`src/rtl/rca_pkg.sv`:
```
// Shared definitions for the segmented, pipelined ripple-carry adder/subtractor.
package rca_pkg;

    // Per-beat control and status bits that travel alongside the partial sum.
    typedef struct packed {
        logic sub;    // beat is a subtraction (B already inverted upstream)
        logic carry;  // carry out of the most recently added segment
        logic ovf;    // carry-into-MSB xor carry-out-of-MSB of that segment
    } stage_flags_t;

    // Number of segments, which is also the number of pipeline stages.
    function automatic int nseg(input int width, input int seg);
        return (seg > 0) ? (width / seg) : 0;
    endfunction

    // Operands must split into a whole number of segments.
    function automatic bit seg_fits(input int width, input int seg);
        return (seg > 0) && (width >= seg) && ((width % seg) == 0);
    endfunction

endpackage

```
`src/rtl/rca_seg.sv`:
```
// Combinational SEG-bit ripple-carry adder slice; one slice per pipeline stage.
module rca_seg #(
    parameter int SEG = 8
) (
    input  logic [SEG-1:0] a_i,
    input  logic [SEG-1:0] b_i,
    input  logic           c_i,
    output logic [SEG-1:0] sum_o,
    output logic           c_o,
    output logic           c_msb_o
);

    logic [SEG:0] carry;

    // Bit-serial ripple through the slice; carry[i] is the carry into bit i.
    always_comb begin
        carry    = '0;
        sum_o    = '0;
        carry[0] = c_i;
        for (int i = 0; i < SEG; i++) begin
            sum_o[i]     = a_i[i] ^ b_i[i] ^ carry[i];
            carry[i + 1] = (a_i[i] & b_i[i]) | (carry[i] & (a_i[i] ^ b_i[i]));
        end
    end

    assign c_o     = carry[SEG];
    assign c_msb_o = carry[SEG-1];

endmodule

```
`src/rtl/rca_pipe.sv`:
```
// Pipelined ripple-carry adder/subtractor: one SEG-bit ripple per stage, carry
// registered between stages, skid-free valid/ready chain that collapses bubbles.
module rca_pipe
    import rca_pkg::*;
#(
    parameter int WIDTH = 32,
    parameter int SEG   = 8
) (
    input  logic             clk,
    input  logic             rst_n,
    input  logic             in_valid,
    output logic             in_ready,
    input  logic [WIDTH-1:0] a,
    input  logic [WIDTH-1:0] b,
    input  logic             c_in,
    input  logic             sub,
    output logic             out_valid,
    input  logic             out_ready,
    output logic [WIDTH-1:0] sum,
    output logic             c_out,
    output logic             ovf
);

    localparam int NSEG = nseg(WIDTH, SEG);

    if (!seg_fits(WIDTH, SEG)) begin : g_bad_params
        $error("rca_pipe: WIDTH (%0d) must be a non-zero multiple of SEG (%0d)", WIDTH, SEG);
    end

    // Stage payload: low segments already summed, operands still to be consumed.
    typedef struct packed {
        logic [WIDTH-1:0] sum;
        logic [WIDTH-1:0] a;
        logic [WIDTH-1:0] b;
        stage_flags_t     flags;
    } stage_t;

    stage_t          stage_q [NSEG];
    stage_t          stage_d [NSEG];
    stage_t          head;
    logic [NSEG-1:0] v_q;
    logic [NSEG-1:0] vin;
    logic [NSEG:0]   rdy;

    // Stage 0 input: invert B for subtraction and fold sub into the carry-in.
    always_comb begin
        head             = '0;
        head.a           = a;
        head.b           = sub ? ~b : b;
        head.flags.sub   = sub;
        head.flags.carry = c_in ^ sub;
    end

    // Ready ripples backwards from the consumer; an empty stage is always ready.
    always_comb begin
        rdy       = '0;
        rdy[NSEG] = out_ready;
        for (int k = NSEG - 1; k >= 0; k--) begin
            rdy[k] = !v_q[k] || rdy[k + 1];
        end
    end

    // Valid offered to each stage comes from the previous stage register.
    always_comb begin
        vin    = '0;
        vin[0] = in_valid;
        for (int k = 1; k < NSEG; k++) begin
            vin[k] = v_q[k - 1];
        end
    end

    for (genvar gi = 0; gi < NSEG; gi++) begin : g_stage
        stage_t         cur;
        stage_t         nxt;
        logic [SEG-1:0] seg_sum;
        logic           seg_co;
        logic           seg_cmsb;

        if (gi == 0) begin : g_first
            assign cur = head;
        end else begin : g_rest
            assign cur = stage_q[gi - 1];
        end

        rca_seg #(
            .SEG(SEG)
        ) u_seg (
            .a_i    (cur.a[gi*SEG +: SEG]),
            .b_i    (cur.b[gi*SEG +: SEG]),
            .c_i    (cur.flags.carry),
            .sum_o  (seg_sum),
            .c_o    (seg_co),
            .c_msb_o(seg_cmsb)
        );

        // Merge this segment's result into the payload handed to the next stage.
        always_comb begin
            nxt                        = cur;
            nxt.sum[gi*SEG +: SEG]     = seg_sum;
            nxt.flags.carry            = seg_co;
            nxt.flags.ovf              = seg_cmsb ^ seg_co;
        end

        assign stage_d[gi] = nxt;
    end

    // Stage registers: valid follows ready, payload only loads on a real beat.
    always_ff @(posedge clk or negedge rst_n) begin
        if (!rst_n) begin
            v_q <= '0;
            for (int k = 0; k < NSEG; k++) begin
                stage_q[k] <= '0;
            end
        end else begin
            for (int k = 0; k < NSEG; k++) begin
                if (rdy[k]) begin
                    v_q[k] <= vin[k];
                end
                if (rdy[k] && vin[k]) begin
                    stage_q[k] <= stage_d[k];
                end
            end
        end
    end

    assign in_ready  = rdy[0];
    assign out_valid = v_q[NSEG-1];
    assign sum       = stage_q[NSEG-1].sum;
    assign c_out     = stage_q[NSEG-1].flags.carry;
    assign ovf       = stage_q[NSEG-1].flags.ovf;

endmodule

```
`config.mk`:
```
export PLATFORM = sky130hd
export DESIGN_NAME = rca_pipe
export DESIGN_NICKNAME = d
export VERILOG_FILES = /design/src/rtl/rca_pkg.sv /design/src/rtl/rca_seg.sv /design/src/rtl/rca_pipe.sv
export SDC_FILE = /design/constraint.sdc
export NUM_CORES = 1
export LEC_CHECK = 0
export CAP_MARGIN = 40
export CORE_MARGIN = 10
export CORE_UTILIZATION = 55
export DETAILED_ROUTE_END_ITERATION = 10
export PLACE_DENSITY = 0.89
export SETUP_SLACK_MARGIN = 0.1
export SYNTH_ARGS = -nofsm -noshare
export SYNTH_HDL_FRONTEND = slang
export SYNTH_SLANG_ARGS = --single-unit
```
`constraint.sdc`:
```
create_clock -name clk -period 5.1 [get_ports clk]
set_input_delay 0.765 -clock clk [delete_from_list [all_inputs] [get_ports clk]]
set_output_delay 0.765 -clock clk [all_outputs]
set_load 0.1 [all_outputs]
```
==> metrics <==
run status=finished clean; Leakage=4.60 nW; port buffer count=105; post_cts resized=0; CTS H-tree lvls=4; top-area cell type share of the netlist area=57.5%; CP Launch Type=input pin; initial drt markers=222; Hold-fix buffers, CTS=0; fill count=877; IO Count=106; Yosys cell types=25; WL/cell=18.4 um; initial antenna violation count=1; register area=0.00463 mm2; DRT Wirelength=15800 um; largest buffer count on any clock path=2; Hold Fails Final Rpt=0; Die Area=0.0199 mm2; critical-path cell list=clkdlybuf4s50_1 -> xnor2_1 -> fa_1 -> inv_1 -> fa_1 -> inv_1 -> fa_1 -> fa_1 -> fa_1 -> fa_1 -> fa_1 -> inv_1 -> fa_1 -> mux2_1; Final Setup Violations=0; width of the die=141 um; Syn Area/Cell=15.6 um2; routed vias=4399; Detailed Place HPWL=11400 um; crit-path max FO=1; Mapped Cells=517; number of CTS-inserted buffers=17; Core Rows=44; 1st-pass router iterations=4; nets@finish=766; sequential area share after synthesis=57.5%; Worst-path clk slew=0.07 ns; internal power=4.20 mW; top_reg_cell synth=dfrtp_1; maxcap violations=0; CORE AREA=0.0144 mm2; height of the die=141 um; # Post-CTS Setup Buffers=0; WS Path Type=in2reg; Crit path max-delay family=adder cells; met1 Use GR=17.8%; GR Util All Layers=16.6%; Synth async-reset ratio=100%; Worst VDD drop=0.406 mV; number of enable flip-flop cells after synthesis=0; Net Switching=2.55 mW; global route overflow=0; CP arrival=4.78 ns; cell repeated most along the worst path=fa_1; syn nets=619; Final Total Pwr=6.74 mW; Crit path required time=5.40 ns; Initial Util=55.8%; Switching Share=37.8%; Final Max Tran Viols=0; WP buf/inv=4; Max stage delay on crit path=0.43 ns; met2 Resource Use GR=30.9%; Tcrit/Tclk final=87.8%; GPL Wtd Cong=0.777; Synth Cell Area=0.00805 mm2; GR Layer Usage met3=3.93%; setup TNS=0 ns; Critical Path End Type=flop; fin util=72.5%; vias in the first global route=5192; Slew HR=41.0%; Synth-to-Final Area Change=29.9%; drt via density=5.12; largest cells by area after synthesis=dfrtp_1 (57%), mux2_2 (18%), fa_1 (8.0%); minimum clock period=4.48 ns; Max Freq=0.223 GHz; Worst Tran Pin Value=0.881 ns; Comb pwr share=45.0%; # clock sinks=185; PD cells=645 mW/mm2; Residual DRC=0; clock share of power=20.3%; Ys Warns=0; CP max-delay cell=fa_1; worst min path class=in2async; leading area contributor after synthesis=dfrtp_1; CTS tree=done; multi-input logic area=0.00307 mm2; share of cells above drive strength 1=31.0%; Worst-Skew Late Latency=0.42 ns; PnR worst setup slack=0.621 ns; RSZ-0062 raised after global routing=no; Setup Skew=0.00773 ns; Flop pwr share=34.7%; #FFs+latches synth=185; Post-Place Worst Slack=0.145 ns; hold_ws=0.205 ns; cell at the root of the clock tree=clkbuf_16; largest net degree at the start of global routing=103; Post-DRT Antenna Nets=0; grt peak-use layer=met2; first-pass GRT wire length=26200 um
flip-flops by register name (all words and copies together), names as in the netlist:
signal	cells
v_q	4
ovf	1
sum	32
c_out	1
g_stage.cur	147
area by class of cell:
class,count,area share (%)
antenna,1,0.0239
clock buffer,19,4.14
clock inverter,10,1.70
inverter,43,1.54
multi-input combinational,266,29.3
sequential,185,44.3
tap,184,2.20
timing repair buffer,151,16.8
routing by layer:
| metal | share of wire, % | up-vias |
|---|---|---|
| li1 | - | 2006 |
| met1 | 39 | 2301 |
| met2 | 56 | 73 |
| met3 | 3.4 | 19 |
| met4 | 1.7 | 0 |
| met5 | 0 | - |
worst paths after layout:
check	endpoint	depth (start not counted)	startpoint	slack (ns)
min in group clk	g_stage[2].cur[34]	1	g_stage[2].cur[34]	0.49
hold / removal	g_stage[2].cur[73]	1	rst_n	0.21
setup reg to reg	sum[31]	12	g_stage[3].cur[27]	1.17
setup / recovery	g_stage[1].cur[74]	14	c_in	0.62
max in group asynchronous	g_stage[2].cur[53]	3	rst_n	3.71
hold reg to reg	g_stage[2].cur[34]	1	g_stage[2].cur[34]	0.49
logic make-up after synthesis:
family,after synthesis,synth area share (%)
mux,175,24.3
flops,185,57.5
simple gates,8,0.637
xor+xnor,34,3.70
fa+ha+maj,32,7.96
compound gates,17,1.45
buf+inv,66,4.51
layout by cell type (no fill, tap or decap):
master	netlist	routed
mux2_1	33	33
buf_4	9	7
o21ai_0	12	12
fa_1	32	32
nand2_1	2	2
mux2_2	128	128
nand3_1	1	1
clkbuf_1	0	2
o21bai_1	1	1
nand2b_4	1	1
or2_2	1	1
clkinvlp_4	0	1
clkinv_2	0	4
clkbuf_8	0	1
dfrtp_1	185	185
a21o_1	1	1
buf_16	0	5
nand2b_1	1	1
buf_2	7	1
clkdlybuf4s50_1	0	103
inv_1	43	43
diode_2	0	1
xor2_1	25	25
nand2_2	1	1
mux2i_1	14	14
nor2b_1	1	1
bufinv_16	0	5
buf_12	1	1
o21ai_4	2	3
buf_8	3	33
clkbuf_16	0	17
xnor2_1	9	9
metrics by stage:
stage	std cells	instance area, um2
global route	859	10500
finish	859	10500
detailed placement	829	9840
CTS	858	10500
floorplan	517	8050
global placement	790	9190
Yosys cell counts, types with 7 or more instances:
library cell and count:
xnor2_1 9, fa_1 32, inv_1 43, o21ai_0 12, buf_4 9, mux2_2 128
buf_2 7, mux2i_1 14, mux2_1 33, xor2_1 25, dfrtp_1 185
power by group through the flow:
stage	clock network, mW	logic (mW)	registers [mW]
5_1_grt	1.45	3.24	2.41
6_report	1.37	3.04	2.34
2_1_floorplan	0	0.911	3.27
3_5_place_dp	0	3.06	2.36
4_1_cts	1.39	3.08	2.34
3_3_place_gp	0	2.43	2.32
Power figures use the tool's default switching activity.
